--- src/rtl/audio_ctrl_pkg.sv ---
// Shared types for the flash audio playback path: keyboard command codes,
// the play-state encoding and the direction flag values.
package audio_ctrl_pkg;

    typedef enum logic [2:0] {
        CMD_NONE    = 3'd0,
        CMD_PLAY    = 3'd1,
        CMD_PAUSE   = 3'd2,
        CMD_FWD     = 3'd3,
        CMD_BWD     = 3'd4,
        CMD_RESTART = 3'd5,
        CMD_FASTER  = 3'd6,
        CMD_SLOWER  = 3'd7
    } playback_cmd_t;

    typedef enum logic {
        PAUSED  = 1'b0,
        PLAYING = 1'b1
    } play_state_t;

    localparam logic DIR_FWD = 1'b1;
    localparam logic DIR_BWD = 1'b0;

endpackage

--- src/rtl/sample_rate_divider.sv ---
// Adjustable sample-rate divider: holds the saturating divider value and the
// countdown that emits a one-cycle tick every div_value cycles while running.
module sample_rate_divider #(
    parameter int DIV_W       = 16,
    parameter int DIV_DEFAULT = 2272,
    parameter int DIV_MIN     = 1136,
    parameter int DIV_MAX     = 4544,
    parameter int DIV_STEP    = 128
) (
    input  logic             clk,
    input  logic             rst_n,
    input  logic             run,
    input  logic             load,
    input  logic             faster,
    input  logic             slower,
    output logic             tick,
    output logic [DIV_W-1:0] div_value
);

    localparam logic [DIV_W:0]   MIN_X   = (DIV_W+1)'(DIV_MIN);
    localparam logic [DIV_W:0]   MAX_X   = (DIV_W+1)'(DIV_MAX);
    localparam logic [DIV_W:0]   STEP_X  = (DIV_W+1)'(DIV_STEP);
    localparam logic [DIV_W-1:0] DEF_DIV = DIV_W'(DIV_DEFAULT);

    logic [DIV_W-1:0] div_q, div_d;
    logic [DIV_W-1:0] count_q, count_d;
    logic             tick_q, tick_d;
    logic [DIV_W:0]   dec, inc;
    logic [DIV_W-1:0] reload;

    // One extra bit so the step can never wrap before saturation is applied.
    assign dec    = {1'b0, div_q} - STEP_X;
    assign inc    = {1'b0, div_q} + STEP_X;
    assign reload = div_q - DIV_W'(1);

    always_comb begin
        // NOTE: every combinational output gets a default first, so no path leaves it unassigned and no latch is inferred.
        div_d = div_q;
        if (faster) begin
            div_d = (dec[DIV_W] || dec < MIN_X) ? MIN_X[DIV_W-1:0] : dec[DIV_W-1:0];
        end else if (slower) begin
            div_d = (inc > MAX_X) ? MAX_X[DIV_W-1:0] : inc[DIV_W-1:0];
        end
    end

    // The tick flop is set on the edge leaving count 1, so the registered
    // pulse lines up with the cycle in which the counter reads zero.
    always_comb begin
        count_d = count_q;
        tick_d  = 1'b0;
        if (load) begin
            count_d = reload;
        end else if (run) begin
            if (count_q == '0) begin
                count_d = reload;
            end else begin
                count_d = count_q - DIV_W'(1);
                tick_d  = (count_q == DIV_W'(1));
            end
        end
    end

    // NOTE: reset is asynchronous and active-low, so it is in the sensitivity list rather than sampled on clk.
    always_ff @(posedge clk or negedge rst_n) begin
        if (!rst_n) begin
            div_q   <= DEF_DIV;
            count_q <= '0;
            tick_q  <= 1'b0;
        end else begin
            // NOTE: non-blocking assignments keep every flop updating from pre-edge values.
            div_q   <= div_d;
            count_q <= count_d;
            tick_q  <= tick_d;
        end
    end

    assign tick      = tick_q;
    assign div_value = div_q;

endmodule

--- src/rtl/audio_playback_ctrl.sv ---
// Playback scheduler: play/pause FSM, sample trigger via the rate divider,
// and the wrapping flash word address with direction and restart handling.
module audio_playback_ctrl
    import audio_ctrl_pkg::*;
#(
    parameter int                ADDR_W      = 23,
    parameter logic [ADDR_W-1:0] START_ADDR  = 23'h000000,
    parameter logic [ADDR_W-1:0] END_ADDR    = 23'h07FFFF,
    parameter int                DIV_W       = 16,
    parameter int                DIV_DEFAULT = 2272,
    parameter int                DIV_MIN     = 1136,
    parameter int                DIV_MAX     = 4544,
    parameter int                DIV_STEP    = 128
) (
    input  logic              clk,
    input  logic              rst_n,
    input  logic              cmd_valid,
    input  logic [2:0]        cmd,
    input  logic              address_change,
    output logic              startsamplenow,
    output logic              pause,
    output logic [ADDR_W-1:0] flsh_address,
    output logic              direction,
    output logic [DIV_W-1:0]  div_value
);

    playback_cmd_t cmd_e;
    logic is_play, is_pause, is_fwd, is_bwd, is_restart, is_faster, is_slower;

    assign cmd_e      = playback_cmd_t'(cmd);
    assign is_play    = cmd_valid && (cmd_e == CMD_PLAY);
    assign is_pause   = cmd_valid && (cmd_e == CMD_PAUSE);
    assign is_fwd     = cmd_valid && (cmd_e == CMD_FWD);
    assign is_bwd     = cmd_valid && (cmd_e == CMD_BWD);
    assign is_restart = cmd_valid && (cmd_e == CMD_RESTART);
    assign is_faster  = cmd_valid && (cmd_e == CMD_FASTER);
    assign is_slower  = cmd_valid && (cmd_e == CMD_SLOWER);

    play_state_t state_q, state_d;
    logic        load;
    logic        run;
    logic        pause_q;

    always_comb begin
        state_d = state_q;
        load    = 1'b0;
        unique case (state_q)
            PAUSED: begin
                if (is_play) begin
                    state_d = PLAYING;
                    load    = 1'b1;
                end
            end
            PLAYING: begin
                if (is_pause) begin
                    state_d = PAUSED;
                end
            end
            default: state_d = PAUSED;
        endcase
    end

    assign run = (state_q == PLAYING);

    always_ff @(posedge clk or negedge rst_n) begin
        if (!rst_n) begin
            state_q <= PAUSED;
            pause_q <= 1'b1;
        end else begin
            state_q <= state_d;
            pause_q <= (state_d == PAUSED);
        end
    end

    sample_rate_divider #(
        .DIV_W       (DIV_W),
        .DIV_DEFAULT (DIV_DEFAULT),
        .DIV_MIN     (DIV_MIN),
        .DIV_MAX     (DIV_MAX),
        .DIV_STEP    (DIV_STEP)
    ) u_divider (
        .clk       (clk),
        .rst_n     (rst_n),
        .run       (run),
        .load      (load),
        .faster    (is_faster),
        .slower    (is_slower),
        .tick      (startsamplenow),
        .div_value (div_value)
    );

    logic              direction_q, direction_d;
    logic              restart_pending_q, restart_pending_d;
    logic [ADDR_W-1:0] addr_q, addr_d;

    // The address step reads direction and restart_pending as registered, so
    // a command in the same cycle as a pulse only affects the following pulse.
    always_comb begin
        addr_d = addr_q;
        if (address_change) begin
            if (restart_pending_q) begin
                addr_d = (direction_q == DIR_FWD) ? START_ADDR : END_ADDR;
            end else if (direction_q == DIR_FWD) begin
                addr_d = (addr_q == END_ADDR) ? START_ADDR : addr_q + ADDR_W'(1);
            end else begin
                addr_d = (addr_q == START_ADDR) ? END_ADDR : addr_q - ADDR_W'(1);
            end
        end
    end

    always_comb begin
        direction_d = direction_q;
        if (is_fwd) begin
            direction_d = DIR_FWD;
        end else if (is_bwd) begin
            direction_d = DIR_BWD;
        end
    end

    assign restart_pending_d = (restart_pending_q && !address_change) || is_restart;

    always_ff @(posedge clk or negedge rst_n) begin
        if (!rst_n) begin
            addr_q            <= START_ADDR;
            direction_q       <= DIR_FWD;
            restart_pending_q <= 1'b0;
        end else begin
            addr_q            <= addr_d;
            direction_q       <= direction_d;
            restart_pending_q <= restart_pending_d;
        end
    end

    assign pause        = pause_q;
    assign flsh_address = addr_q;
    assign direction    = direction_q;

endmodule

--- config.mk ---
export PLATFORM = sky130hd
export DESIGN_NAME = audio_playback_ctrl
export DESIGN_NICKNAME = d
export VERILOG_FILES = /design/src/rtl/audio_ctrl_pkg.sv /design/src/rtl/sample_rate_divider.sv /design/src/rtl/audio_playback_ctrl.sv
export SDC_FILE = /design/constraint.sdc
export NUM_CORES = 1
export LEC_CHECK = 0
export ABC_AREA = 1
export CORE_MARGIN = 2
export CORE_UTILIZATION = 53
export CTS_CLUSTER_DIAMETER = 80
export CTS_CLUSTER_SIZE = 20
export DETAILED_ROUTE_END_ITERATION = 7
export MAX_ROUTING_LAYER = met4
export PLACE_DENSITY = 0.78
export SLEW_MARGIN = 40
export SYNTH_ARGS = -nofsm -noshare
export SYNTH_HDL_FRONTEND = slang
export SYNTH_SLANG_ARGS = --single-unit
export TNS_END_PERCENT = 50
--- constraint.sdc ---
create_clock -name clk -period 1.9 [get_ports clk]
set_input_delay 0.38 -clock clk [delete_from_list [all_inputs] [get_ports clk]]
set_output_delay 0.38 -clock clk [all_outputs]
set_load 0.02 [all_outputs]
; ---- Yosys cells after proc, flatten, opt, wreduce, memory -nomap -nowiden
; Cells that the tools add are included.
[classes]
addsub = 6
n_lt_le_gt_ge = 2
n_eq_ne = 9
mux = 21
bitwise_logic = 2
reduce_logical = 16
[ops]
columns = operator, count
row1 = two-way mux 16 bit, 7
row2 = two-way mux 23 bit, 4
row3 = subtractor 16 x 1 -> 16 bit (second input constant), 2
row4 = adder 23 x 1 -> 23 bit (second input constant), 1
row5 = == test 23 x 19 -> 1 bit (second input constant), 1
row6 = zero test 23 bit, 1
row7 = subtractor 23 x 1 -> 23 bit (second input constant), 1
row8 = two-way mux 19 bit, 1
row9 = adder 16 x 8 -> 17 bit (second input constant), 1
row10 = greater-than comparator 17 x 13 -> 1 bit (second input constant), 1
row11 = < comparator 17 x 11 -> 1 bit (second input constant), 1
row12 = subtractor 16 x 8 -> 17 bit (second input constant), 1
row13 = == test 16 x 1 -> 1 bit (second input constant), 1
row14 = zero test 16 bit, 1
row15 = == test 3 bit (second input constant), 4
row16 = logical AND 1 bit, 8
row17 = two-way mux 1 bit, 8
row18 = == test 3 x 2 -> 1 bit (second input constant), 2
row19 = nonzero test 2 bit, 3
row20 = == test 3 x 1 -> 1 bit (second input constant), 1
row21 = logical OR 1 bit, 2
row22 = inverter 1 bit, 2
row23 = case mux 1 bit (2 select lines), 1
row24 = zero test 1 bit, 1
[word_totals]
ff_bits = 60
input_bits = 7
output_inout_bits = 42
elab_cells = 64

; ---- Depth between registers and ports, before layout
[depth]
ltp_word = 5
depth_mapped = 14
depth_no_buf = 14

; ---- By module
; From an unflattened synthesis, not the netlist that was laid out.
[unflattened]
hier_cells = 828
area_unflattened_um2 = 5193.7
[modules_own_cells]
columns = mod, instances, cells_each, area_each_um2, seq_area_each_um2
row1 = audio_playback_ctrl, 1, 468, 2755.1, 678.2
row2 = sample_rate_divider, 1, 360, 2438.6, 730.7

; ---- Worst setup path after synthesis
; Ideal clock, no wire load.
[synth_path]
kind = register to register
start = register u_divider.div_q[7], in the netlist u_divider.div_value[7]
end = register u_divider.div_q[8], in the netlist u_divider.div_value[8]
setup_time_ns = 0.120
arrival_ns = 1.955
required_time_ns = 1.780
slack_ns = -0.176
path_stages_with_launch = 13
path_buffers = 0
synth_period_minus_slack_ns = 2.076
cell_sequence = dfstp_2 -> clkinv_1 -> ha_1 -> nand2_1 -> inv_1 -> nand2_1 -> nand2_1 -> a21oi_1 -> nand3_1 -> nand2_1 -> inv_1 -> o21ai_1 -> nand2_1
[synth_via]
elab_chain_cells = 5
word_cells_on_any_way = 9
cone_classes = add/sub (2) / order compare (2) / mux (4) / reduce/logical (1)
[synth_rtl]
columns = element, line
row1 = from (decl), sample_rate_divider.sv:25  ; logic [DIV_W-1:0] div_q, div_d;
row2 = from (signal assigned), sample_rate_divider.sv:71  ; div_q <= div_d;
row3 = adder 16 x 8 -> 17 bit / subtractor 16 x 8 -> 17 bit (equally long branches), "sample_rate_divider.sv:33, sample_rate_divider.sv:32"
row4 = greater-than comparator 17 x 13 -> 1 bit / < comparator 17 x 11 -> 1 bit (equally long branches), "sample_rate_divider.sv:42, sample_rate_divider.sv:40"
row5 = two-way mux 16 bit / logical OR 1 bit (equally long branches), "sample_rate_divider.sv:42, sample_rate_divider.sv:40"
row6 = "two-way mux 16 bit, on equally long branches", "sample_rate_divider.sv:41, sample_rate_divider.sv:40"
row7 = two-way mux 16 bit *, sample_rate_divider.sv:39  ; if (faster) begin
; Every way passes the cells marked *; elsewhere a longest branch is shown, timed or not. The select of a mux whose other input is x is not followed.
; A chain may end at the register's enable or synchronous reset.

; ---- Worst setup path after layout
[layout_path]
start = register u_divider.div_q[7], in the netlist u_divider.div_value[7]
end = register u_divider.div_q[9], in the netlist u_divider.div_value[9]
; The elaborated chain is that of the path after synthesis.

==> impl_metrics.py <==
metrics = {
    "critical_path": {
        "cp.arrival_ns": 2.25,
        "crit_family": "flip-flops",
        "critPathLaunchType": "flip-flop",
        "worst_path_most_repeated_cell": "nand2_2",
        "critPathBufInv": 1,
        "reg2reg_depth": 9,
        "r2r-end": "u_divider.div_value[9]",
        "reg2reg_from": "u_divider.div_value[7]",
        "required_ns": 2.16,
        "max_stage_delay_ns": 0.65,
        "path_class": "reg -> reg",
        "critPathSlowestCell": "dfstp_2",
        "end_kind": "flip-flop",
        "crit_chain": "clkinv_4 > ha_4 > nand3_2 > a21oi_2 > nand3_1 > nand2_2 > nand2_2 > o21ai_1 > o21a_1",
        "ff2ff_setup_slack_ns": -0.09,
        "cp_max_fo": 5,
    },
    "die": {
        "boundaryPins": 49,
        "dieArea_sq_um": 9810,
        "die_height_microns": 99.0,
        "core_area_sq_um": 8720,
        "dieWidth_microns": 99.0,
        "rows": 34,
        "initial_core_util_pct": 54.9,
    },
    "logic_synthesis": {
        "synthTopCellsByArea": "dfrtp_1, nand2_1, nor2_1, inv_1, nand3_1",
        "syn_inst": 748,
        "synth-seq-cells": 56,
        "syn_area_per_cell_sq_um": 6.40,
        "synthFlopType": "dfrtp_1",
        "yosysTopAreaCell": "dfrtp_1",
        "synth_edf_count": 0,
        "synthArstFlopShare_pct": 100,
        "syn_area_sq_um": 4790,
        "ys_types": 40,
        "synth_top_area_share_pct": 26.1,
        "ys.warnings.count": 0,
        "synth_seq_area_share_pct": 29.4,
    },
    "placement": {
        "hpwl_microns": 11100,
        "place_congestion": 0.984,
        "port_buffers": 44,
        "dp.cells": 937,
        "dpl-instance-area_sq_um": 5720,
    },
    "pwr": {
        "vdd_drop_max_mv": 0.639,
        "p_int_mw": 3.85,
        "pwr-share-clk_pct": 9.1,
        "leakage_nw": 2.93,
        "p_sw_mw": 3.90,
        "p_sw_share_pct": 50.3,
        "power.density_nw_per_um2": 1260,
        "power_frac_comb_pct": 60.9,
        "seq_power_share_pct": 30.0,
    },
    "grt": {
        "antenna_found_initial": 0,
        "track_usage_pct": 31.0,
        "grt_pass1_wl_microns": 23900,
        "grt_overflow": 0,
        "grt_pass1_vias": 5196,
        "grt_max_degree": 42,
    },
    "detailed_routing": {
        "vias_per_cell": 5.70,
        "routedWlPerCell_microns": 15.8,
        "first_pass_iters": 5,
        "ant_nets": 0,
        "post-route-drc-count": 0,
        "drt-total-wl_microns": 15000,
        "drt_iter0_drc": 270,
        "num_vias": 5439,
    },
    "outcome": {
        "violations": "setup timing",
        "status": "finished, violations left",
    },
    "cts": {
        "h-tree-depth": 2,
        "clkTransAtPathRegs_ns": 0.12,
        "clk_path_buf_depth": 2,
        "cts_tree": "built",
        "clock_sinks": 56,
        "numCtsBuffers": 5,
        "ctsRootBufferMaster": "clkbuf_8",
        "clk_latency_ns": 0.33,
    },
    "timing": {
        "drv_slew": 0,
        "worst_slew_pin_slew_ns": 0.570,
        "relSlewSlack_pct": 62.0,
        "fmax_mhz": 503,
        "fin_ws_ns": -0.0886,
        "rsz0062_at_grt": "yes",
        "setup_violations": 5,
        "timing.final.crit_share_pct": 105,
        "finalHoldViolCount": 0,
        "clock_skew_ns": 0.0197,
        "post-route-min-period_ns": 1.99,
        "fin_tns_setup_ns": -0.214,
    },
    "finish": {
        "diodes": 0,
        "final_core_util_pct": 70.4,
        "final_cell_area_sq_um": 6140,
        "final_cell_mix": "nand2_1, inv_1, nor2_1",
        "drive_gt1_share_pct": 20.9,
        "final_common_cell": "nand2_1",
        "layoutNonFillerInstCount": 954,
        "nets": 865,
        "area_growth_syn_to_layout_pct": 28.3,
        "fillCellCount": 748,
    },
    "run": {
        "drv_cap": 0,
    },
    "hold_path": {
        "hold_class": "in -> async",
    },
}
## metrics by stage
step                      setup slack, ns  hold WS, ns  power, mW
after floorplan                    0.0109       0.0844       4.87
after global placement             -0.175        0.336       6.41
after detailed placement           -0.252        0.345       6.52
after CTS                         -0.0150        0.513       7.31
after global routing               -0.139        0.543       8.31
final                             -0.0886        0.495       7.75
## sequential cells by signal (all words and copies together), names as in the netlist
name and count:
flsh_address 23, u_divider.count_q 16, u_divider.div_value 12, direction 1, pause 1, restart_pending_q 1
run 1, u_divider.tick 1
## final cells by class
cell class                 count  area, sq um  area share [%]
clock buffer                   7         76.3            1.24
timing repair buffer         115         1000            16.3
inverter                      96          365            5.95
clock inverter                 1         8.76           0.143
multi-input combinational    571         3130            51.0
sequential                    56         1420            23.2
tap                          108          135            2.20
## cells by family (layout without fill, tap and decap cells)
kind of cell,count (synthesis),in the layout,synth area share (%)
AND/OR/NAND/NOR,416,416,38.0
buffers and inverters,124,219,10.6
AO/OA/AOI/OAI,105,105,12.5
flip-flops,56,56,29.4
XOR/XNOR,33,33,6.04
adder cells (fa/ha/maj),13,13,3.40
other,1,4,0.0784
## how the worst max path moves through the flow
stage	from	to	slack [ns]	cells past startpoint
2_1_floorplan	u_divider.div_value[7]	u_divider.div_value[8]	0.01	11
3_3_place_gp	cmd[0]	u_divider.count_q[12]	-0.18	11
3_5_place_dp	cmd[0]	u_divider.count_q[8]	-0.25	11
4_1_cts	u_divider.div_value[7]	u_divider.div_value[10]	-0.02	13
5_1_grt	u_divider.div_value[7]	u_divider.div_value[9]	-0.14	9
6_report	u_divider.div_value[7]	u_divider.div_value[9]	-0.09	9
## synthesized netlist by cell type (all sizes together) (3+ instances only)
| master | number |
|---|---|
| o211ai | 9 |
| a21oi | 18 |
| xor2 | 31 |
| dfrtp | 50 |
| nand3b | 5 |
| nand2 | 201 |
| nand3 | 64 |
| nand4 | 17 |
| inv | 95 |
| ha | 13 |
| o22ai | 4 |
| dfstp | 6 |
| nor3 | 21 |
| clkbuf | 13 |
| buf | 15 |
| nor2 | 106 |
| o221ai | 3 |
| o21ai | 63 |
## worst reg2reg max path: stages (launching register included)
cell	delay (ns)
dfstp_2	0.65
clkinv_4	0.10
ha_4	0.28
nand3_2	0.09
a21oi_2	0.13
nand3_1	0.10
nand2_2	0.10
nand2_2	0.11
o21ai_1	0.20
o21a_1	0.16
## layer usage
metal  up-vias  global-route usage, %  share of wire [%]
li1       2597                      -                  -
met1      2540                   35.4                 39
met2       245                   53.4                 51
met3        57                   2.91                6.1
met4         0                   16.9                4.5
met5         -                      -                  0
## power groups by stage
stage | Combinational (mW) | Sequential, mW | Clock (mW)
after CTS | 4.32 | 2.28 | 0.714
after global routing | 5.16 | 2.40 | 0.754
after floorplan | 2.51 | 2.36 | 0
final | 4.72 | 2.33 | 0.706
after detailed placement | 4.23 | 2.29 | 0
after global placement | 4.12 | 2.29 | 0
## timing repair
item / 4_1_cts / 5_1_grt
buffers inserted: 3 / 5
hold endpoints to repair: 15 / 0
setup endpoints to repair: 21 / 49
pin swaps: 1 / 22
hold buffers: 1 / 0
resized for setup: 22 / 78
No activity file was read; power rests on OpenSTA's default activity.
